**src/rtl/mat_bc_tx.sv**
```systemverilog
// mat_bc_tx: command-driven broadcast transmitter that feeds the first lane's chain register through a skid FIFO.
// Optional feature macro MAT_BC_TX_PARITY_EN adds bc_parity_o (XOR of bc_data_o, timed with it).
module mat_bc_tx #(
  parameter int unsigned NrLanes = 4,
  parameter int unsigned Depth   = 4
) (
  input  logic        clk_i,
  input  logic        rst_ni,
  input  logic        cmd_valid_i,
  output logic        cmd_ready_o,
  input  logic [15:0] cmd_len_i,
  input  logic        opnd_valid_i,
  output logic        opnd_ready_o,
  input  logic [63:0] opnd_data_i,
  output logic [63:0] bc_data_o,
  output logic        bc_data_valid_o,
  input  logic        bc_data_ready_i,
  input  logic        bc_data_invalidate_i,
`ifdef MAT_BC_TX_PARITY_EN
  output logic        bc_parity_o,
`endif
  output logic        done_o,
  output logic        busy_o
);

  localparam int unsigned AW = (Depth > 1) ? $clog2(Depth) : 1;
  localparam logic [AW:0] FullCnt = (AW + 1)'(Depth);

  if (NrLanes == 0 || Depth < 2 || (Depth & (Depth - 1)) != 0) begin : g_cfg_check
    $error("mat_bc_tx: NrLanes must be >= 1 and Depth a power of two >= 2");
  end

  typedef enum logic {
    StIdle,
    StStream
  } state_e;

  state_e r_state;
  state_e w_next_state;

  logic [15:0]   r_len;
  logic [15:0]   r_in_cnt;
  logic [15:0]   r_out_cnt;
  logic [63:0]   r_mem [Depth];
  logic [AW-1:0] r_wr_ptr;
  logic [AW-1:0] r_rd_ptr;
  logic [AW:0]   r_count;

  logic w_empty;
  logic w_full;
  logic w_len_reached;
  logic w_cmd_hs;
  logic w_push;
  logic w_pop;

  // Invalidate masks every handshake, so nothing moves in an aborted cycle.
  assign w_empty       = (r_count == '0);
  assign w_full        = (r_count == FullCnt);
  assign w_len_reached = (r_out_cnt == r_len);
  assign w_cmd_hs      = cmd_valid_i & cmd_ready_o & ~bc_data_invalidate_i;
  assign w_push        = opnd_valid_i & opnd_ready_o & ~bc_data_invalidate_i;
  assign w_pop         = bc_data_valid_o & bc_data_ready_i & ~bc_data_invalidate_i;

  always_ff @(posedge clk_i or negedge rst_ni) begin
    if (!rst_ni) begin
      r_state <= StIdle;
    end else begin
      r_state <= w_next_state;
    end
  end

  always_comb begin
    w_next_state = r_state;
    if (bc_data_invalidate_i) begin
      w_next_state = StIdle;
    end else begin
      case (r_state)
        StIdle:   if (cmd_valid_i) w_next_state = StStream;
        StStream: if (w_len_reached) w_next_state = StIdle;
        default:  w_next_state = StIdle;
      endcase
    end
  end

  always_comb begin
    cmd_ready_o  = (r_state == StIdle);
    busy_o       = (r_state != StIdle);
    opnd_ready_o = (r_state == StStream) && !w_full && (r_in_cnt < r_len);
    done_o       = (r_state == StStream) && w_len_reached && !bc_data_invalidate_i;
  end

  always_ff @(posedge clk_i or negedge rst_ni) begin
    if (!rst_ni) begin
      r_len     <= '0;
      r_in_cnt  <= '0;
      r_out_cnt <= '0;
    end else if (bc_data_invalidate_i) begin
      r_in_cnt  <= '0;
      r_out_cnt <= '0;
    end else if (w_cmd_hs) begin
      r_len     <= cmd_len_i;
      r_in_cnt  <= '0;
      r_out_cnt <= '0;
    end else begin
      if (w_push) r_in_cnt <= r_in_cnt + 16'd1;
      if (w_pop) r_out_cnt <= r_out_cnt + 16'd1;
    end
  end

  // Pointers wrap naturally because Depth is a power of two.
  always_ff @(posedge clk_i or negedge rst_ni) begin
    if (!rst_ni) begin
      r_wr_ptr <= '0;
      r_rd_ptr <= '0;
      r_count  <= '0;
    end else if (bc_data_invalidate_i) begin
      r_wr_ptr <= '0;
      r_rd_ptr <= '0;
      r_count  <= '0;
    end else begin
      if (w_push) r_wr_ptr <= r_wr_ptr + AW'(1);
      if (w_pop) r_rd_ptr <= r_rd_ptr + AW'(1);
      case ({w_push, w_pop})
        2'b10:   r_count <= r_count + (AW + 1)'(1);
        2'b01:   r_count <= r_count - (AW + 1)'(1);
        default: r_count <= r_count;
      endcase
    end
  end

  always_ff @(posedge clk_i) begin
    if (w_push) r_mem[r_wr_ptr] <= opnd_data_i;
  end

  assign bc_data_valid_o = ~w_empty;
  assign bc_data_o       = bc_data_valid_o ? r_mem[r_rd_ptr] : '0;

`ifdef MAT_BC_TX_PARITY_EN
  assign bc_parity_o = ^bc_data_o;
`endif

endmodule

```
**config.mk**
```make
export PLATFORM = sky130hd
export DESIGN_NAME = mat_bc_tx
export DESIGN_NICKNAME = d
export VERILOG_FILES = /design/src/rtl/mat_bc_tx.sv
export SDC_FILE = /design/constraint.sdc
export NUM_CORES = 1
export LEC_CHECK = 0
export CORE_MARGIN = 10
export CORE_UTILIZATION = 56
export DETAILED_ROUTE_END_ITERATION = 16
export PLACE_DENSITY = 0.81
export SYNTH_ARGS = -nofsm -noshare
export SYNTH_HDL_FRONTEND = slang
export SYNTH_SLANG_ARGS = --single-unit
```
**constraint.sdc**
```tcl
create_clock -name clk_i -period 5.2 [get_ports clk_i]
set_input_delay 0.52 -clock clk_i [delete_from_list [all_inputs] [get_ports clk_i]]
set_output_delay 0.52 -clock clk_i [all_outputs]
set_load 0.01 [all_outputs]
```
==> results of run 1 <==
-- power by group through the flow --
stage	Combinational (mW)	Clock [mW]	Sequential, mW
floorplan	0.954	0	2.87
global placement	1.72	0	2.95
detailed placement	1.75	0	2.96
CTS	1.77	2.07	2.91
global route	1.87	2.16	2.92
finish	1.74	2.04	2.90
-- registers in the layout, indices dropped and copies added (netlist names) --
| signal | cells |
|---|---|
| r_wr_ptr | 2 |
| r_out_cnt | 16 |
| r_rd_ptr | 2 |
| r_len | 16 |
| r_mem | 256 |
| busy_o | 1 |
| r_count | 3 |
| r_in_cnt | 16 |
-- worst paths after layout --
| path | start | endpoint | slack [ns] | cells past startpoint |
|---|---|---|---|---|
| worst max-delay path | r_len[9]$_DFFE_PN0P_ | r_mem[2][42]$_DFFE_PP_ | 1.41 | 9 |
| worst min-delay path | rst_ni | r_out_cnt[10]$_DFFE_PN0P_ | 0.09 | 2 |
| worst max register to register | r_len[9]$_DFFE_PN0P_ | r_mem[2][42]$_DFFE_PP_ | 1.41 | 9 |
| min in group clk_i | cmd_len_i[7] | r_len[7]$_DFFE_PN0P_ | 0.53 | 3 |
| worst min register to register | r_in_cnt[0]$_DFFE_PN0P_ | r_in_cnt[0]$_DFFE_PN0P_ | 0.58 | 1 |
| max in group asynchronous | rst_ni | r_rd_ptr[0]$_DFFE_PN0P_ | 4.58 | 2 |
-- final cells by class --
cell class / count / area share [%]
antenna: 3 / 0.04781
clock buffer: 40 / 5.155
clock inverter: 17 / 0.7490
inverter: 21 / 0.5020
multi-input combinational: 390 / 22.80
sequential: 312 / 57.91
tap: 285 / 2.271
timing repair buffer: 167 / 10.57
-- cell usage after synthesis (all sizes together), types with 2 or more instances --
master	instances	area, µm²
edfxtp	256	7687
and2	70	437.9
mux4	64	1441
dfrtp	56	1401
nand2	43	161.4
nor2	29	108.9
xnor2	24	210.2
clkbuf	23	87.58
o21ai	23	115.1
ha	21	262.8
inv	21	78.83
a21oi	16	80.08
nand3	15	80.08
xor2	13	113.9
nand4	12	75.07
buf	9	50.05
and3	8	50.05
or3	7	43.79
and4	4	37.54
mux2i	4	40.04
nand2b	4	25.02
nor2b	4	25.02
nor4	4	25.02
o31ai	4	30.03
or4	4	30.03
mux2	3	37.53
a211oi	2	27.53
-- kinds of logic (layout without fill, tap and decap cells) --
family	Yosys count	count (layout)	share of synthesized area (%)
buffers and inverters	53	245	1.681
multiplexers	71	71	11.79
AO/OA/AOI/OAI	53	53	2.516
flip-flops	312	312	70.57
AND/OR/NAND/NOR	207	207	8.724
XOR/XNOR	37	37	2.516
other	0	3	0
adder cells (fa/ha/maj)	22	22	2.196
-- per-layer routing --
metal | up-vias | wire length (µm) | part of all wire (%) | global-route usage [%]
met5 | - | 0 | 0 | 0
met4 | 0 | 674 | 2.5 | 5.936
met3 | 43 | 1612 | 5.9 | 3.896
met2 | 227 | 13900 | 51 | 31.43
met1 | 3554 | 11070 | 41 | 23.80
li1 | 3232 | - | - | -
-- worst reg2reg max path, stage by stage (launching register included) --
cell and delay, ns:
dfrtp_1 0.35, inv_1 0.06, ha_1 0.31, a21o_1 0.18
a221o_1 0.38, a211oi_4 0.33, nand3_2 0.38, nor2_1 0.32
and2_2 0.69, buf_4 0.46
-- through the flow --
| step | hold WS, ns | setup slack, ns |
|---|---|---|
| 2_1_floorplan | 0.2244 | 1.153 |
| 3_3_place_gp | 0.5423 | 1.473 |
| 3_5_place_dp | 0.5519 | 1.383 |
| 4_1_cts | 0.1045 | 1.330 |
| 5_1_grt | 0.1419 | 1.211 |
| 6_report | 0.09484 | 1.405 |
==> summary.txt, run 1 <==
combinational fraction of design power: 26.1%
H-tree Lvls: 1
synthesized cell area: 12880 µm²
cts repair resizes: 0
Hold Path Class: input port to async pin
fin crit share: 72.98%
pin count of the biggest net entering global routing: 67
Final Hold Fails: 0
Root Driver: clkbuf_16
post-route cell area: 15700 µm²
Critical Path End Type: flip-flop
Die Wd: 171.7 µm
Setup Fix Bufs, Post-CTS: 0
drc violations: 0
P per Cell Area: 425.3 nW/µm²
gr usage total: 18.66%
post-synthesis average cell area: 17.06 µm²
syn nets: 863
number of buffers and inverters on the critical path: 2
via count of the first global-routing pass: 7401
min Tclk post-route: 3.795 ns
DRT Wirelength: 27250 µm
Top delay family on crit path: simple AND/OR/NAND/NOR gates
Core Area: 22640 µm²
row cnt: 55
Max-Cap Viols: 0
CP Cell Sequence: inv_1, ha_1, a21o_1, a221o_1, a211oi_4, nand3_2, nor2_1, and2_2, buf_4
crit start category: flip-flop
Seq pwr share: 43.4%
Layout fillers: 1431
Synth cell types: 49
relative slew slack: 29.71%
die area: 29460 µm²
IO Count: 155
initial core utilization: 56.88%
PortBufs: 154
initial antenna violation count: 3
CTS Buffer Depth: 3
Fmax achieved: 263.5 MHz
ys flop type: edfxtp_1
CP max stage delay: 0.69 ns
commonest non-fill, non-tap cell in the layout: edfxtp_1
WP data arrival: 4.02 ns
Data required, critical path: 5.43 ns
ys async rst share: 17.95%
die height: 171.7 µm
Mapped Cells: 755
VDD IR-drop max: 359.0 µV
Setup CP Type: flip-flop to flip-flop
antenna viol nets, final: 0
Leak: 5.364 nW
Post-Layout Cell Count: 1235
worst skew pair latency: 0.56 ns
run status: finished, final reports clean
number of synthesized register bits: 312
CTS tree: yes
Sequential Area: 9094 µm²
max-slew violations: 0
gr ovfl total: 0
share of layout cells above drive strength 1: 13.83%
Via density: 5.713
Final setup violation count: 0
multi-input logic area: 3580 µm²
hold_buf cts: 0
Total Power: 6.679 mW
most frequent cells in the layout: 256 x edfxtp_1, 153 x clkdlybuf4s50_1, 65 x and2_1
worst clock skew: 0.01147 ns
routability congestion estimate from global placement: 0.8275
Inserted Clock Buffers: 31
CP max FO: 26
Worst Tran Pin Value: 1.052 ns
RSZ-0062 raised after global routing: no
Vias: 7056
power share of the clock group: 30.5%
first-pass GRT wire length: 42200 µm
CTS sink count: 312
DP HPWL: 17560 µm
placed cell area: 14770 µm²
Avg WL per Cell: 22.07 µm
iteration-0 DRC count of the detailed router: 460
net count reported at finish: 1031
Worst-path clk slew: 0.06 ns
number of synthesized flops with an enable pin: 256
Sw Ratio: 26.62%
Crit-path slowest cell: and2_2
Final Core Density: 69.36%
switching pwr: 1.778 mW
Final TNS setup: 0 ns
internal power: 4.901 mW
drt pass-1 iters: 5
Area Overhead vs Synth: 21.93%
Cells after DPL: 1175
sequential element share of the synthesized area: 70.57%
synth warn: 0
(Power assumes the default switching activity.)
==> run 2: changes to the inputs <==
- CORE_UTILIZATION: 56 -> 50
- PLACE_DENSITY: 0.81 -> 0.77
- clock period: 5.2 -> 3.2 ns (I/O delays scaled with it)
==> run 2 against run 1 <==
Clock skew is 0.00076 ns lower. Highest routed layer unchanged. Critical endpoint is now opnd_ready_o. First-iteration DRC count is 2.6% higher. Flip-flop and latch count stayed put. Power is 67% higher. Core utilization is 6.0 points lower. Design area is 1.9% higher. Combinational power is 70% higher. Worst setup slack worse by 1.3 ns. Via count hardly changed. Wire length is 1.2% lower. Largest power group unchanged. Die area is 11% higher. Sequential share of layout area is 1.1 points lower.
==> summary.txt, run 2 (synthesized netlist as in run 1, its figures left out) <==
run status: finished, final reports clean
number of cells on the worst reg-to-reg path: 11
WP data arrival: 2.75 ns
die area: 32580 µm²
commonest non-fill, non-tap cell in the layout: edfxtp_1
IO Count: 155
Worst Tran Pin Value: 0.7594 ns
relative slew slack: 49.38%
PortBufs: 154
drt pass-1 iters: 4
row cnt: 58
DRT Wirelength: 26930 µm
crit start category: flip-flop
gr busiest metal: met2
GRT met3 Usage: 3.233%
most frequent cells in the layout: 256 x edfxtp_1, 152 x clkdlybuf4s50_1, 65 x and2_1
Setup CP Type: flip-flop to output pin
worst skew pair latency: 0.56 ns
pin count of the biggest net entering global routing: 67
via count of the first global-routing pass: 7532
switching pwr: 2.917 mW
initial core utilization: 51.00%
Via density: 5.475
Area Overhead vs Synth: 24.27%
Critical Path End Type: output pin
Avg WL per Cell: 20.88 µm
terminus of the critical flop-to-flop path: r_count[2]$_DFFE_PN0P_
routability congestion estimate from global placement: 0.8909
VDD IR-drop max: 564.0 µV
met1 usage in global routing: 21.39%
r2r setup slk: 0.21 ns
min Tclk post-route: 3.069 ns
worst r2r src: r_len[9]$_DFFE_PN0P_
CP max FO: 6
Top reg by flops: r_mem
worst clock skew: 0.01071 ns
hold slack: 0.3292 ns
antenna viol nets, final: 0
share of layout cells above drive strength 1: 15.57%
CP endpoint: opnd_ready_o
drc violations: 0
Data required, critical path: 2.88 ns
met2 usage: 26.36%
combinational fraction of design power: 26.5%
die height: 180.5 µm
Vias: 7063
initial antenna violation count: 3
Worst-path clk slew: 0.06 ns
CTS tree: yes
gr usage total: 16.11%
gr ovfl total: 0
max-slew violations: 0
post-route cell area: 16000 µm²
Final Hold Fails: 0
hold path startpoint: cmd_len_i[6]
Core Area: 25250 µm²
fin crit share: 95.89%
RSZ-0062 raised after global routing: no
power share of the clock group: 32.1%
internal power: 8.246 mW
Root Driver: clkbuf_16
Seq pwr share: 41.3%
CP Launch Point: r_len[15]$_DFFE_PN0P_
DP HPWL: 17660 µm
CTS sink count: 312
CTS Buffer Depth: 3
Total Power: 11.16 mW
iteration-0 DRC count of the detailed router: 472
Final Core Density: 63.37%
H-tree Lvls: 1
Final setup violation count: 0
Final TNS setup: 0 ns
first-pass GRT wire length: 42480 µm
P per Cell Area: 697.5 nW/µm²
Sw Ratio: 26.13%
Leak: 5.477 nW
Hold Path Class: input port to flip-flop
Die Wd: 180.5 µm
Inserted Clock Buffers: 31
Fmax achieved: 325.9 MHz
placed cell area: 14930 µm²
net count reported at finish: 1041
number of flip-flops in the largest register: 256
Max-Cap Viols: 0
## run 2: layer usage
layer | vias to the layer above | wire [µm]
met1 | 3536 | 11420
met4 | 0 | 472
met2 | 237 | 13250
met5 | - | 0
li1 | 3255 | -
met3 | 35 | 1793
## run 2: layout make-up
cell class,count,area (µm²)
Fill cell,1784,9250
Sequential cell,312,9094
Multi-Input combinational cell,390,3587
Timing Repair Buffer,177,1802
Clock buffer,32,779.5
Tap cell,330,412.9
Clock inverter,25,242.7
Inverter,21,78.83
Antenna cell,3,7.507
## run 2: stage by stage
| step | cells | setup WS [ns] |
|---|---|---|
| 2_1_floorplan | 755 | -0.1471 |
| 3_3_place_gp | 1226 | 0.1948 |
| 3_5_place_dp | 1226 | 0.1229 |
| 4_1_cts | 1285 | 0.04328 |
| 5_1_grt | 1290 | 0.02807 |
| 6_report | 1290 | 0.1314 |
## run 2: worst max-delay path, cell delays in order, from the launching register on
cell,delay [ns]
dfrtp_1,0.37
inv_1,0.06
ha_1,0.32
and4_4,0.22
nand4_1,0.13
or4_4,0.46
buf_4,0.17
and3_1,0.18
dlygate4sd2_1,0.29
## run 2: what timing repair did
action | 4_1_cts | 5_1_grt
endpoints found under the setup margin | 13 | 113
hold endpoints to repair | 32 | 0
buffers inserted | 1 | 2
hold buffers | 1 | 0
pin swaps | 2 | 1
gates resized for setup | 3 | 1
## run 2: power groups by stage
stage	combinational (mW)	clock, mW	sequential, mW
finish	2.96	3.59	4.61
global route	3.21	3.82	4.63
CTS	3.00	3.66	4.65
detailed placement	2.97	0	4.73
global placement	2.93	0	4.72
floorplan	1.55	0	4.66
## run 2: how the worst min path moves through the flow
| stage | slack [ns] | cells after the start | end |
|---|---|---|---|
| after global routing | 0.32 | 3 | r_len[6]$_DFFE_PN0P_ |
| after detailed placement | 0.43 | 1 | r_out_cnt[5]$_DFFE_PN0P_ |
| after global placement | 0.45 | 1 | r_out_cnt[5]$_DFFE_PN0P_ |
| after CTS | 0.30 | 3 | r_len[12]$_DFFE_PN0P_ |
| after floorplan | 0.02 | 0 | busy_o$_DFF_PN0_ |
| final | 0.33 | 3 | r_len[6]$_DFFE_PN0P_ |
==> run 3: changes to the inputs <==
- GPL_ROUTABILITY_DRIVEN: not set -> 0
==> results of run 3 <==
Same layout as run 2: the final DEF is identical, and so are final timing and power.
